### config.mk
export PLATFORM = sky130hd
export DESIGN_NAME = vc_deserializer
export DESIGN_NICKNAME = d
export VERILOG_FILES = /design/src/rtl/vc_deserializer.sv
export SDC_FILE = /design/constraint.sdc
export NUM_CORES = 1
export LEC_CHECK = 0
export ABC_AREA = 1
export CORE_ASPECT_RATIO = 1.5
export CORE_MARGIN = 3
export CORE_UTILIZATION = 50
export CTS_CLUSTER_SIZE = 14
export DETAILED_ROUTE_END_ITERATION = 10
export DONT_BUFFER_PORTS = 1
export PLACE_DENSITY = 0.69
export SLEW_MARGIN = 30
export SYNTH_ARGS = -nofsm -noshare
export SYNTH_HDL_FRONTEND = slang
export SYNTH_SLANG_ARGS = --single-unit
### constraint.sdc
create_clock -name clk -period 1.65 [get_ports clk]
set_clock_uncertainty 0.1 [all_clocks]
set_input_delay 0.0825 -clock clk [delete_from_list [all_inputs] [get_ports clk]]
set_output_delay 0.0825 -clock clk [all_outputs]
set_load 0.005 [all_outputs]
### src/rtl/vc_deserializer.sv
// Per-VC serial-to-parallel reassembly behind the VC mux / arbiter.
// Completed words go to a single-entry valid/ready output register tagged with their VC.
module vc_deserializer #(
    parameter int WORD_W = 8,
    parameter int CNT_W  = 4
) (
    input  logic              clk,
    input  logic              reset,
    input  logic              in_valid,
    input  logic [1:0]        vc_id,
    input  logic              data_in,
    input  logic              out_ready,
    output logic              out_valid,
    output logic [1:0]        out_vc,
    output logic [WORD_W-1:0] out_word,
    output logic              overflow,
    output logic [3:0]        busy
);

    localparam logic [CNT_W-1:0] LAST = CNT_W'(WORD_W - 1);

    // Only the low WORD_W-1 bits are kept; the incoming bit completes the word.
    logic [WORD_W-2:0] sr  [4];
    logic [CNT_W-1:0]  cnt [4];

    logic [WORD_W-1:0] shifted;
    logic              word_done;
    logic              load;

    always_comb begin
        shifted   = {sr[vc_id], data_in};
        word_done = in_valid && (cnt[vc_id] == LAST);
        load      = word_done && (!out_valid || out_ready);
    end

    always_ff @(posedge clk or negedge reset) begin
        if (!reset) begin
            for (int i = 0; i < 4; i++) begin
                sr[i]  <= '0;
                cnt[i] <= '0;
            end
        end else if (in_valid) begin
            for (int i = 0; i < 4; i++) begin
                if (vc_id == 2'(i)) begin
                    sr[i]  <= shifted[WORD_W-2:0];
                    cnt[i] <= (cnt[i] == LAST) ? '0 : cnt[i] + 1'b1;
                end
            end
        end
    end

    // A completion that finds the register full and not draining is dropped.
    always_ff @(posedge clk or negedge reset) begin
        if (!reset) begin
            out_valid <= 1'b0;
            out_vc    <= 2'd0;
            out_word  <= '0;
            overflow  <= 1'b0;
        end else begin
            if (load) begin
                out_valid <= 1'b1;
                out_vc    <= vc_id;
                out_word  <= shifted;
            end else if (out_valid && out_ready) begin
                out_valid <= 1'b0;
            end
            if (word_done && out_valid && !out_ready) begin
                overflow <= 1'b1;
            end
        end
    end

    always_comb begin
        for (int i = 0; i < 4; i++) begin
            busy[i] = (cnt[i] != '0);
        end
    end

endmodule

==> results.py, run 1 <==
metrics = {
    "global_routing": {
        "overflow": 0,
        "grt_pass1_wl_um": 9873,
        "antenna_found_initial": 0,
        "gr-usage-all-layers_pct": 19.19,
        "grt_pass1_vias": 2105,
        "grt_max_degree": 57,
    },
    "clocking": {
        "cts_buffer_depth": 2,
        "clock_latency_ns": 0.31,
        "root_buffer": "clkbuf_8",
        "postCtsSetupRepairBufs": 0,
        "cts_buffers": 5,
        "htreeDepth": 2,
        "cts.sinks": 56,
        "clk_pin_slew_ns": 0.10,
        "cts_resized": 0,
        "cts_tree": "done",
    },
    "yosys": {
        "synth_nets": 368,
        "syn_avg_cell_area_um2": 8.096,
        "synth_common_cells": "nand2_1, dfrtp_1, inv_1",
        "yosys_warnings": 0,
        "syn_area_um2": 2858,
        "synthArstFlopShare_pct": 100.0,
        "ys_seq_elements": 56,
        "synthTopCellsByArea": "dfrtp_1, nand2_1, nand3_1, inv_1, ha_1",
        "synth_cell_types": 31,
        "netlist_instances": 353,
        "synth_top_area_share_pct": 49.04,
        "synth_most_common_cell": "nand2_1",
        "synth_area_leader_cell": "dfrtp_1",
        "synth_flop_cell": "dfrtp_1",
        "synth_edf_count": 0,
        "ys_seq_area_share_pct": 49.04,
    },
    "final_layout": {
        "fin_util_pct": 56.09,
        "nNetsFinal": 377,
        "syn_to_final_growth_pct": 7.793,
        "layout-drive-gt1-share_pct": 9.091,
        "final_cells": 433,
        "antenna_cells": 0,
        "stdcell_area_um2": 3080,
    },
    "sta": {
        "min_period_ns": 1.414,
        "finalSetupTns_ns": 0,
        "fmax_ghz": 0.7071,
        "finalHoldViolations": 0,
        "fin_ws_ns": 0.2357,
        "setup_viol": 0,
        "slew_viol_final": 0,
        "worstMarginPinSlew_ns": 0.5053,
        "fin_crit_sh_pct": 85.71,
        "relSlewSlack_pct": 66.28,
        "rsz0062_at_grt": "no",
    },
    "critical_path": {
        "path_class": "reg2reg",
        "crit_fanout": 11,
        "end_kind": "register",
        "cp.required_ns": 1.77,
        "startpoint_type": "register",
        "cp.arrival_ns": 1.53,
    },
    "route": {
        "wl_per_cell_um": 13.30,
        "num_vias": 2199,
        "drt-initial-drc-count": 110,
        "ant_nets": 0,
        "first_pass_iters": 4,
        "drc": 0,
        "avgViaCountPerCell": 5.079,
        "finalWirelength_um": 5761,
    },
    "pwr": {
        "power.density_nw_per_um2": 1276,
        "peakVddDrop_v": 0.0005424,
        "power_leakage_nw": 1.586,
    },
    "die": {
        "coreArea_um2": 5492,
        "rows": 33,
        "io_pins": 23,
        "chipHeight_um": 98.59,
        "start_util_pct": 52.04,
        "die_area_um2": 6677,
        "dieWidth_um": 67.73,
    },
    "place": {
        "routabilityCongestion": 0.8301,
        "dp_slack_ns": 0.2406,
        "io_buffers": 0,
        "place_area_um2": 2914,
        "dp.cells": 419,
        "post-dp-hpwl_um": 4258,
    },
    "run": {
        "maxCapViolations": 0,
    },
    "hold_path": {
        "hp-class": "in2reg",
    },
    "run_status": {
        "outcome": "finished, final reports clean",
    },
}
routing by layer:
metal | global-route usage (%) | vias up | share of wire [%]
met3 | 3.877 | 8 | 3.9
met5 | 0 | - | 0
met1 | 25.63 | 1021 | 46
met2 | 30.38 | 36 | 49
li1 | - | 1134 | -
met4 | 6.875 | 0 | 1.8
path summary, 6_finish.rpt:
path / startpoint / end / slack (ns) / cells after the start
worst max-delay path: cnt[8] / out_word[1] / 0.24 / 7
worst min-delay path: vc_id[0] / cnt[9] / 0.02 / 4
worst max register to register: cnt[8] / out_word[1] / 0.24 / 7
worst min register to register: sr[8] / sr[8] / 0.39 / 2
max in group asynchronous: reset / cnt[11] / 1.02 / 2
min in group asynchronous: reset / cnt[3] / 0.17 / 2
power by group:
part	total, mW	switching (mW)	internal [mW]
Combinational	1.04	0.649	0.389
Sequential	2.13	0.331	1.80
Clock	0.760	0.457	0.303
Total	3.93	1.44	2.50
critical path, cell delays in order, from the launching register on:
cell and delay [ns]:
dfrtp_1 0.37, inv_1 0.11, o21ai_1 0.18, nor2_1 0.07
nor2_2 0.12, nand3_2 0.19, nand2_1 0.12, nand2_1 0.05
final cells by class:
class | count | area [um2]
Sequential cell | 56 | 1401
Inverter | 36 | 140.1
Timing Repair Buffer | 11 | 115.1
Tap cell | 70 | 87.58
Multi-Input combinational cell | 252 | 1247
Clock inverter | 2 | 16.27
Clock buffer | 6 | 72.57
Fill cell | 504 | 2411
state kept, by name, summed over array words and instances (netlist names):
| name | count |
|---|---|
| cnt | 16 |
| out_valid | 1 |
| out_vc | 2 |
| overflow | 1 |
| sr | 28 |
| out_word | 8 |
timing repair:
item                                    in CTS  in global routing
hold buffers                                 6                  0
endpoints found under the hold margin       64                  0
endpoints found under the setup margin       0                  0
cell usage in the layout, fill, tap and decap left out, drive strengths merged, types with 3 or more instances in the layout:
master / synthesis / layout
a21oi: 3 / 3
buf: 8 / 6
clkbuf: 1 / 6
dfrtp: 56 / 56
dlygate4sd3: 0 / 5
ha: 8 / 8
inv: 35 / 35
nand2: 151 / 151
nand3: 25 / 25
nor2: 25 / 25
nor4: 3 / 3
o2111ai: 5 / 5
o211ai: 3 / 3
o21ai: 21 / 21
stage by stage:
stage	hold WS, ns	total power, mW
2_1_floorplan	-0.3131	2.907
3_3_place_gp	-0.3117	3.113
3_5_place_dp	-0.3118	3.159
4_1_cts	0.01324	3.972
5_1_grt	0.06187	4.263
6_report	0.02165	3.932
cells by family (layout without fill, tap and decap cells):
family          Yosys count  in the layout  synth area share [%]
flops                    56             56                 49.04
fa+ha+maj                 8              8                 3.503
simple gates            206            206                 31.96
buf+inv                  45             55                 7.311
compound gates           35             35                 7.268
xor+xnor                  3              3                0.9196
(Power assumes the default switching activity.)
==> run 2: changes to the inputs <==
--- a/config.mk
+++ b/config.mk
@@ -12,7 +12,6 @@
 export CTS_CLUSTER_SIZE = 14
 export DETAILED_ROUTE_END_ITERATION = 10
 export DONT_BUFFER_PORTS = 1
-export PLACE_DENSITY = 0.69
 export SLEW_MARGIN = 30
 export SYNTH_ARGS = -nofsm -noshare
 export SYNTH_HDL_FRONTEND = slang
==> run 2 against run 1 <==
  * Power grew 0.71%
  * Clock power grew 3.7%
  * Utilization grew 0.41 points
  * Highest routed layer unchanged
  * Critical path depth grew 2
==> results.py, run 2 (synthesis gave the netlist of run 1 again) <==
metrics = {
    "global_routing": {
        "use_met3_pct": 3.649,
        "antenna_found_initial": 0,
        "grt_pass1_wl_um": 10410,
        "gr-usage-met1_pct": 28.97,
        "overflow": 0,
        "busiest_layer": "met2",
        "grt_util_met2_pct": 31.36,
        "gr-usage-all-layers_pct": 20.45,
        "grt_pass1_vias": 2146,
        "grt_max_degree": 57,
    },
    "final_layout": {
        "nNetsFinal": 378,
        "antenna_cells": 0,
        "final_cell_mix": "nand2_1, dfrtp_1, inv_1, nand3_1, o21ai_0",
        "regArea_um2": 1401,
        "layout_commonest_cell": "nand2_1",
        "layout-drive-gt1-share_pct": 9.615,
        "regMostFlops": "sr",
        "reg_top3": "sr x28, cnt x16, out_word x8",
        "fill_cells": 526,
        "multiInputGateArea_um2": 1255,
        "fin_util_pct": 56.50,
        "syn_to_final_growth_pct": 8.582,
        "stdcell_area_um2": 3103,
        "largest_reg_flops": 28,
        "final_cells": 434,
    },
    "critical_path": {
        "path_class": "in2reg",
        "r2r_cells": 8,
        "cp.arrival_ns": 1.64,
        "end_kind": "register",
        "crit_fanout": 11,
        "reg2reg_to": "out_word[4]",
        "worstReg2RegStart": "cnt[4]",
        "startpoint_type": "input pin",
        "cp.required_ns": 1.77,
        "rrSetupSlack_ns": 0.24,
        "startpoint": "vc_id[0]",
    },
    "sta": {
        "fmax_ghz": 0.6555,
        "finalHoldViolations": 0,
        "setup_viol": 0,
        "worstMarginPinSlew_ns": 0.5283,
        "min_period_ns": 1.525,
        "relSlewSlack_pct": 64.74,
        "finalSetupTns_ns": 0,
        "slew_viol_final": 0,
        "whs_ns": 0.02262,
        "rsz0062_at_grt": "no",
        "fin_ws_ns": 0.1245,
        "fin_crit_sh_pct": 92.45,
    },
    "die": {
        "start_util_pct": 52.04,
        "dieWidth_um": 67.73,
        "die_area_um2": 6677,
        "coreArea_um2": 5492,
        "rows": 33,
        "chipHeight_um": 98.59,
        "io_pins": 23,
    },
    "place": {
        "post-dp-hpwl_um": 4270,
        "place_area_um2": 2922,
        "io_buffers": 0,
        "dp_slack_ns": 0.2261,
        "dp.cells": 420,
        "routabilityCongestion": 0.8375,
    },
    "clocking": {
        "clock_latency_ns": 0.31,
        "cts_buffer_depth": 2,
        "root_buffer": "clkbuf_8",
        "cts_tree": "done",
        "cts_buffers": 5,
        "htreeDepth": 2,
        "clk_pin_slew_ns": 0.11,
        "cts.sinks": 56,
    },
    "route": {
        "finalWirelength_um": 5926,
        "first_pass_iters": 4,
        "avgViaCountPerCell": 5.094,
        "drt-initial-drc-count": 163,
        "num_vias": 2211,
        "ant_nets": 0,
        "drc": 0,
        "wl_per_cell_um": 13.65,
    },
    "pwr": {
        "power_leakage_nw": 1.595,
        "peakVddDrop_v": 0.0006375,
        "total_power_mw": 3.960,
        "power.density_nw_per_um2": 1276,
    },
    "hold_path": {
        "hp-class": "in2reg",
        "holdCritStartpoint": "vc_id[1]",
        "hold_depth": 4,
        "hold-path-endpoint": "cnt[15]",
    },
    "run_status": {
        "outcome": "finished, final reports clean",
    },
    "run": {
        "maxCapViolations": 0,
    },
}
==> run 2: power by group <==
group / internal [mW] / switching (mW)
clock: 0.313 / 0.475
combinational: 0.390 / 0.651
sequential: 1.80 / 0.328
total: 2.51 / 1.45
==> run 2: how the worst max path moves through the flow <==
stage	slack [ns]	cells past startpoint	to
after floorplan	0.39	9	out_word[1]
after global placement	0.23	7	out_word[4]
after detailed placement	0.23	7	out_word[2]
after CTS	0.06	9	out_word[2]
after global routing	0.02	9	out_word[1]
final	0.12	9	out_word[2]
==> run 2: area by class of cell <==
cell class              count  area share (%)
well taps                  70           2.823
multi-input cells         252           40.44
clock buffers               5           2.218
clock inverters             3          0.8871
flip-flops and latches     56           45.16
repair buffers             12           3.952
inverters                  36           4.516
==> run 2: timing repair <==
action,CTS,global route
hold buffers,6,0
setup endpoints to repair,0,8
buffers inserted,0,0
resized for setup,0,1
endpoints found under the hold margin,66,0
==> run 2: critical path, stage by stage <==
cell and delay (ns):
dlygate4sd3_1 0.65, nor2_8 0.23, nand2_1 0.12, nand2_1 0.07, nor2_1 0.05, nor2_2 0.15, nand3_4 0.15, nand2_1 0.10
nand2_1 0.05
==> run 2: routing by layer <==
layer | part of all wire, % | wire (um) | up-vias
li1 | - | - | 1139
met1 | 47 | 2781 | 1027
met2 | 48 | 2844 | 41
met3 | 3.9 | 229 | 4
met4 | 1.2 | 70 | 0
met5 | 0 | 0 | -
==> run 3: changes to the inputs <==
--- a/config.mk
+++ b/config.mk
@@ -6,6 +6,7 @@
 export NUM_CORES = 1
 export LEC_CHECK = 0
 export ABC_AREA = 1
+export ABC_CLOCK_PERIOD_IN_PS = 1650
 export CORE_ASPECT_RATIO = 1.5
 export CORE_MARGIN = 3
 export CORE_UTILIZATION = 50
==> constraint.sdc (replaced) <==
create_clock -name clk -period 1.65 [get_ports clk]
set_clock_uncertainty 0.1 [all_clocks]
set_input_delay 0.2475 -clock clk [delete_from_list [all_inputs] [get_ports clk]]
set_output_delay 0.2475 -clock clk [all_outputs]
set_load 0.005 [all_outputs]
==> run 3 against run 2 <==
  * Non-clock buffer count decreased by 1
  * Combinational power about the same
  * Wire length increased by 0.81%
  * Final cell count decreased by 0.23%
  * Register-to-register slack got worse by 0.02 ns
  * Clock-buffer cell count unchanged
  * Global-route usage decreased by 0.19 points
  * Fmax about the same
  * Power increased by 0.21%
  * First-iteration DRC count decreased by 37%
  * Flip-flop and latch count unchanged
  * Critical path depth decreased by 6
  * Critical endpoint is now busy[1]
  * Largest power group unchanged
  * Highest routed layer unchanged
==> results.py, run 3 (synthesis gave the netlist of run 1 again) <==
metrics = {
    "pwr": {
        "internal_power_mw": 2.499,
        "clkPwrFrac_pct": 20.0,
        "p_comb_share_pct": 26.1,
        "seqPwrFrac_pct": 53.9,
        "netSwitchingPower_mw": 1.470,
        "power.density_nw_per_um2": 1287,
        "peakVddDrop_v": 0.0006990,
        "power_leakage_nw": 1.590,
        "p_sw_share_pct": 37.03,
    },
    "die": {
        "rows": 33,
        "die_area_um2": 6677,
        "coreArea_um2": 5492,
        "start_util_pct": 52.04,
        "chipHeight_um": 98.59,
        "dieWidth_um": 67.73,
        "io_pins": 23,
    },
    "critical_path": {
        "r2r_cells": 8,
        "cp.required_ns": 1.30,
        "rrSetupSlack_ns": 0.22,
        "crit_fanout": 6,
        "end_kind": "output pin",
        "cp-endpoint": "busy[1]",
        "cp.arrival_ns": 1.18,
        "path_class": "reg2out",
        "startpoint_type": "register",
        "worstReg2RegStart": "cnt[4]",
        "reg2reg_to": "out_word[1]",
        "startpoint": "cnt[8]",
    },
    "route": {
        "first_pass_iters": 4,
        "ant_nets": 0,
        "drc": 0,
        "avgViaCountPerCell": 5.176,
        "finalWirelength_um": 5974,
        "num_vias": 2241,
        "wl_per_cell_um": 13.80,
        "drt-initial-drc-count": 102,
    },
    "sta": {
        "worstMarginPinSlew_ns": 0.5364,
        "slew_viol_final": 0,
        "finalHoldViolations": 0,
        "finalSetupTns_ns": 0,
        "rsz0062_at_grt": "no",
        "setup_viol": 0,
        "fin_crit_sh_pct": 92.50,
        "whs_ns": 0.01168,
        "fmax_ghz": 0.6552,
        "relSlewSlack_pct": 64.20,
        "min_period_ns": 1.526,
    },
    "clocking": {
        "cts_buffers": 5,
        "postCtsSetupRepairBufs": 0,
        "holdBufCountCts": 3,
        "clk_pin_slew_ns": 0.11,
        "clock_latency_ns": 0.32,
        "cts_buffer_depth": 2,
        "root_buffer": "clkbuf_8",
        "cts.sinks": 56,
        "cts_resized": 0,
        "htreeDepth": 2,
        "cts_tree": "done",
    },
    "global_routing": {
        "gr-usage-all-layers_pct": 20.25,
        "grt_pass1_vias": 2163,
        "antenna_found_initial": 0,
        "overflow": 0,
        "grt_pass1_wl_um": 10420,
        "grt_max_degree": 57,
    },
    "place": {
        "routabilityCongestion": 0.9083,
        "io_buffers": 0,
        "place_area_um2": 2922,
        "post-dp-hpwl_um": 4359,
    },
    "final_layout": {
        "fill_cells": 506,
        "final_cell_mix": "nand2_1, dfrtp_1, inv_1, nand3_1, o21ai_0",
        "antenna_cells": 0,
        "stdcell_area_um2": 3083,
        "fin_util_pct": 56.14,
        "reg_top3": "sr x28, cnt x16, out_word x8",
        "syn_to_final_growth_pct": 7.881,
        "regMostFlops": "sr",
        "nNetsFinal": 377,
        "layout_commonest_cell": "nand2_1",
        "largest_reg_flops": 28,
        "layout-drive-gt1-share_pct": 9.642,
    },
    "run": {
        "maxCapViolations": 0,
    },
    "hold_path": {
        "hp-class": "in2reg",
        "holdCritStartpoint": "out_ready",
    },
    "run_status": {
        "outcome": "finished, final reports clean",
    },
}
run 3: power groups by stage:
stage,sequential (mW),clock [mW],combinational [mW]
after global placement,2.17,0,0.983
after global routing,2.21,0.886,1.24
final,2.14,0.794,1.03
after floorplan,2.07,0,0.838
after CTS,2.14,0.824,1.01
after detailed placement,2.17,0,1.00
run 3: final cells by class:
class	instances	area, um2	share of cell area (%)
inverters	36	140.1	4.545
repair buffers	11	112.6	3.653
well taps	70	87.58	2.841
clock inverters	3	25.02	0.8117
clock buffers	5	68.82	2.232
flip-flops and latches	56	1401	45.45
multi-input cells	252	1247	40.46
run 3: layer usage:
metal | routed length, um | GRT usage (%) | vias up
li1 | - | - | 1136
met1 | 2800 | 28.62 | 1054
met2 | 2842 | 31.06 | 43
met3 | 239 | 3.193 | 8
met4 | 92 | 7.344 | 0
met5 | 0 | 0 | -
run 3: worst max-delay path: stages (launching register included):
cell     delay, ns
dfrtp_1       0.39
inv_1         0.19
ha_1          0.18
nand3_1       0.10
run 3: worst min path at each step:
stage / endpoint / slack [ns] / cells after the start
after floorplan: cnt[0] / -0.15 / 0
after global placement: cnt[1] / -0.15 / 0
after detailed placement: cnt[2] / -0.15 / 0
after CTS: sr[27] / -0.50 / 0
after global routing: sr[7] / 0.01 / 2
final: overflow / 0.01 / 3
run 3: per-stage QoR:
stage | instances | setup WS, ns | power, mW
2_1_floorplan | 353 | 0.2754 | 2.907
3_3_place_gp | 420 | 0.2573 | 3.149
3_5_place_dp | 420 | 0.2506 | 3.171
4_1_cts | 431 | 0.1193 | 3.981
5_1_grt | 433 | 0.03082 | 4.338
6_report | 433 | 0.1237 | 3.968
